==> config.mk <==
export PLATFORM = sky130hd
export DESIGN_NAME = route_reserve_allocator
export DESIGN_NICKNAME = d
export VERILOG_FILES = /design/src/rtl/route_reserve_allocator.sv
export SDC_FILE = /design/constraint.sdc
export NUM_CORES = 1
export LEC_CHECK = 0
export CELL_PAD_IN_SITES_DETAIL_PLACEMENT = 0
export CELL_PAD_IN_SITES_GLOBAL_PLACEMENT = 1
export CORE_MARGIN = 2
export CORE_UTILIZATION = 38
export CTS_BUF_LIST = sky130_fd_sc_hd__clkbuf_16
export DETAILED_ROUTE_END_ITERATION = 8
export PLACE_DENSITY = 0.79
export SYNTH_ARGS = -nofsm -noshare
export SYNTH_HDL_FRONTEND = slang
export SYNTH_SLANG_ARGS = --single-unit
==> constraint.sdc <==
create_clock -name clk -period 3.8 [get_ports clk]
set_input_delay 0.57 -clock clk [delete_from_list [all_inputs] [get_ports clk]]
set_output_delay 0.57 -clock clk [all_outputs]
set_load 0.01 [all_outputs]
==> src/rtl/route_reserve_allocator.sv <==
// Per-output route reservation for a wormhole router: each output port arbitrates
// head-flit requests round-robin and stays reserved until its owning input releases it.
module route_reserve_allocator #(
    parameter int PORTS         = 4,
    parameter int REQUEST_WIDTH = 2
) (
    input  logic                             clk,
    input  logic                             rst,
    input  logic [PORTS-1:0]                 routeReserveRequestValid,
    input  logic [PORTS*REQUEST_WIDTH-1:0]   routeReserveRequest,
    input  logic [PORTS-1:0]                 routeRelease,
    output logic [PORTS-1:0]                 routeReserveStatus,
    output logic [PORTS-1:0]                 outputBusy,
    output logic [PORTS-1:0]                 inputHasRoute,
    output logic [PORTS*REQUEST_WIDTH-1:0]   inputSelect
);

    typedef enum logic {IDLE = 1'b0, RESERVED = 1'b1} state_t;

    state_t                                  state_q [PORTS];
    state_t                                  state_d [PORTS];
    logic [PORTS-1:0][REQUEST_WIDTH-1:0]     owner_q, owner_d;
    logic [PORTS-1:0][REQUEST_WIDTH-1:0]     rr_q, rr_d;
    logic [PORTS-1:0]                        status_q, status_d;
    logic [PORTS-1:0]                        has_q, has_d;

    always_comb begin
        owner_d  = owner_q;
        rr_d     = rr_q;
        status_d = '0;
        has_d    = '0;
        for (int j = 0; j < PORTS; j++) begin
            int   best;
            int   bestd;
            int   d;
            logic rel;
            state_d[j] = state_q[j];
            best  = -1;
            bestd = PORTS;
            d     = 0;
            rel   = 1'b0;
            if (state_q[j] == IDLE) begin
                // Winner is the eligible input closest to rr_q[j] going upward, mod PORTS.
                for (int i = 0; i < PORTS; i++) begin
                    d = i - int'(rr_q[j]);
                    if (d < 0) d = d + PORTS;
                    if (routeReserveRequestValid[i] && !has_q[i] &&
                        routeReserveRequest[i*REQUEST_WIDTH +: REQUEST_WIDTH] == REQUEST_WIDTH'(j) &&
                        d < bestd) begin
                        bestd = d;
                        best  = i;
                    end
                end
                for (int i = 0; i < PORTS; i++) begin
                    if (best == i) begin
                        state_d[j]  = RESERVED;
                        owner_d[j]  = REQUEST_WIDTH'(i);
                        status_d[i] = 1'b1;
                    end
                end
            end else begin
                for (int i = 0; i < PORTS; i++)
                    if (owner_q[j] == REQUEST_WIDTH'(i) && routeRelease[i]) rel = 1'b1;
                if (rel) begin
                    state_d[j] = IDLE;
                    owner_d[j] = '0;
                    rr_d[j]    = (owner_q[j] == REQUEST_WIDTH'(PORTS-1)) ? '0 : owner_q[j] + 1'b1;
                end
            end
        end
        for (int j = 0; j < PORTS; j++)
            for (int i = 0; i < PORTS; i++)
                if (state_d[j] == RESERVED && owner_d[j] == REQUEST_WIDTH'(i)) has_d[i] = 1'b1;
    end

    always_ff @(posedge clk or posedge rst) begin
        if (rst) begin
            for (int j = 0; j < PORTS; j++) state_q[j] <= IDLE;
            owner_q  <= '0;
            rr_q     <= '0;
            status_q <= '0;
            has_q    <= '0;
        end else begin
            for (int j = 0; j < PORTS; j++) state_q[j] <= state_d[j];
            owner_q  <= owner_d;
            rr_q     <= rr_d;
            status_q <= status_d;
            has_q    <= has_d;
        end
    end

    for (genvar j = 0; j < PORTS; j++) begin : g_busy
        assign outputBusy[j] = (state_q[j] == RESERVED);
    end

    assign routeReserveStatus = status_q;
    assign inputHasRoute      = has_q;
    assign inputSelect        = owner_q;

endmodule

==> results.cfg <==
[outcome]
run_status = finished, violations left
violations = negative setup slack

[global_route]
grt_pass1_vias = 3072
grt_pass1_wl_mm = 15.2
track_usage_pct = 22.5
globalRouteOverflowTotal = 0
grt_max_degree = 29
antenna_found_initial = 0

[die]
die_h_um = 90.1
core_area_um2 = 7210
io_pins = 38
rows = 31
fp.dieW_um = 90.1
dieArea_um2 = 8110
initial_core_util_pct = 39.0

[sta]
period_share_pct = 101
whs_ns = 0.594
fmax_mhz = 262
period_needed_ns = 3.82
finalSetupViolCount = 2
rsz0062_at_grt = yes
fin_ws_ns = -0.0234
worst_pin_slew_ns = 1.17
finalMaxSlewViolations = 0
skew_ns = 0.00335
slew_headroom_pct = 22.2
hold_viol = 0

[logic_synthesis]
yosysTopAreaCellShare_pct = 24.9
yosys_warnings = 0
yosysTopAreaCell = dfrtp_1
async_reset_ff_share_pct = 100
synth_edf_count = 0
synth_common_cells = nand2_1, nor2_1, dfrtp_1
syn_area_per_cell_um2 = 8.28
yosysMostFrequentCell = nand2_1
syn_nets = 382
synth_seq_cells = 28
synth_area_um2 = 2820
synthFlopType = dfrtp_1
ys_seq_area_share_pct = 24.9
ys_types = 64
syn_inst = 340
ys_top_cells_by_area = dfrtp_1, ha_1, nand2_1, nor2_1, a21oi_1

[place]
dpl.cell_count = 537
port_buffers = 37
dp_hpwl_mm = 7.01
place_area_um2 = 3800
gp_congestion = 0.885
post-place-ws_ns = -0.915

[clocking]
clockRootBuffer = clkbuf_16
cts_buffer_depth = 2
clk_pin_slew_ns = 0.07
cts.sinks = 28
clk-insertion-delay-late_ns = 0.27
htree_num_levels = 1
cts_tree = yes
numCtsBuffers = 3

[routing]
via_count = 3063
drt_iter0_markers = 173
viasPerCell = 5.54
drc = 0
wl_per_cell_um = 16.9
final_antenna_net_count = 0
drt-total-wl_mm = 9.34
drtPass1Iterations = 5

[flow_run]
cap_violations = 0

[power_and_ir_drop]
power_density_nw_per_um2 = 767
power_mw = 3.25
total_leakage_power_nw = 1.87
vdd_drop_max_mv = 0.314

[worst_setup_path]
reg2reg_depth = 20
start_kind = flip-flop
cpPeakStageDelay_ns = 0.43
crit_path_cell_trace = buf_6 > nand4bb_4 > nand2_1 > o21ai_1 > a32oi_1 > ha_1 > o21a_1 > nor2_2 > o21ai_2 > o21ai_1 > ha_2 > buf_6 > nand2b_4 > o22a_1 > a31oi_2 > a211o_1 > buf_4 > a22o_4 > a22o_1 > a211o_1
worstPathRequired_ns = 3.95
cp.depth = 20
arrival_ns = 3.98
critPathCaptureType = flip-flop
path_class = flip-flop to flip-flop
crit_slowest_cell = dfrtp_1
crit_family = compound AO/OA/AOI/OAI gates
critical_path_buf_inv_count = 3
worstPathMaxFanout = 4

[final_layout]
final.fill_count = 676
syn_to_final_growth_pct = 50.5
layout.nets = 497
fin_cells = 553
fin_area_um2 = 4240
layout-drive-gt1-share_pct = 33.3
n_antenna_cell = 0

[min_path]
holdPathStages = 1
hold_class = flip-flop to flip-flop
## state kept, by name, summed over array words and instances (netlist names)
signal,cells
rr_q,8
routeReserveStatus,4
outputBusy,4
inputSelect,8
inputHasRoute,4
## per-stage QoR
step           setup TNS (ns)  util [%]
2_1_floorplan         -0.0444         -
3_3_place_gp            -7.13      52.7
3_5_place_dp            -7.82      52.7
4_1_cts               -0.0742      56.1
5_1_grt                -0.429      58.7
6_report              -0.0282      58.7
## routing by layer
metal  GRT usage [%]  part of all wire, %  up-vias
li1                -                    -     1512
met5               0                    0        -
met2            37.7                   47       70
met4            5.90                  1.7        0
met1            31.6                   48     1468
met3            1.34                  3.4       13
## final timing paths
path                                             from                    endpoint  slack, ns
max                        inputHasRoute[0]$_DFF_PP0_  inputHasRoute[3]$_DFF_PP0_      -0.02
min                           outputBusy[0]$_DFF_PP0_    inputSelect[1]$_DFF_PP0_       0.59
max reg2reg                inputHasRoute[0]$_DFF_PP0_  inputHasRoute[3]$_DFF_PP0_      -0.02
min reg2reg                   outputBusy[0]$_DFF_PP0_    inputSelect[1]$_DFF_PP0_       0.59
max in group asynchronous                         rst  inputHasRoute[1]$_DFF_PP0_       2.12
min in group asynchronous                         rst    inputSelect[6]$_DFF_PP0_       0.90
## what timing repair did
action | CTS | global route
resized for setup | 44 | 45
hold buffers | 0 | 0
endpoints found under the setup margin | 13 | 10
pin swaps | 20 | 40
setup buffers | 10 | 2
## cells in the final DEF (no fill, tap or decap), types with 9 or more instances in the layout
cell / n
nor2_1: 28
clkdlybuf4s50_1: 31
inv_1: 20
a21oi_1: 14
ha_1: 19
a22oi_1: 12
o21ai_1: 10
buf_4: 77
nand3_1: 9
dfrtp_1: 27
nand2_1: 33
o21ai_0: 12
## power breakdown
part           internal, mW  leakage, nW  switching [mW]
registers             0.442        0.347           0.253
logic                  1.21         1.48            1.09
clock network         0.142       0.0385           0.111
total                  1.79         1.87            1.46
## final cells by class
type                    count  area (µm²)  area share, %
clock buffers               3        75.1           1.77
clock inverters             1        3.75         0.0886
inverters                  21        78.8           1.86
multi-input cells         284        2290           54.0
flip-flops and latches     28         702           16.6
well taps                  99         124           2.92
repair buffers            117         965           22.8
## cell families (layout without fill, tap and decap cells)
| logic type | count (synthesis) | after routing | share of synthesized area [%] |
|---|---|---|---|
| flip-flops | 28 | 28 | 24.9 |
| buffers and inverters | 28 | 142 | 4.00 |
| adder cells (fa/ha/maj) | 24 | 24 | 10.7 |
| AND/OR/NAND/NOR | 132 | 132 | 27.3 |
| XOR/XNOR | 4 | 4 | 1.24 |
| AO/OA/AOI/OAI | 117 | 117 | 28.4 |
| multiplexers | 7 | 7 | 3.56 |
Note: power is estimated with default switching activity, not from simulation.
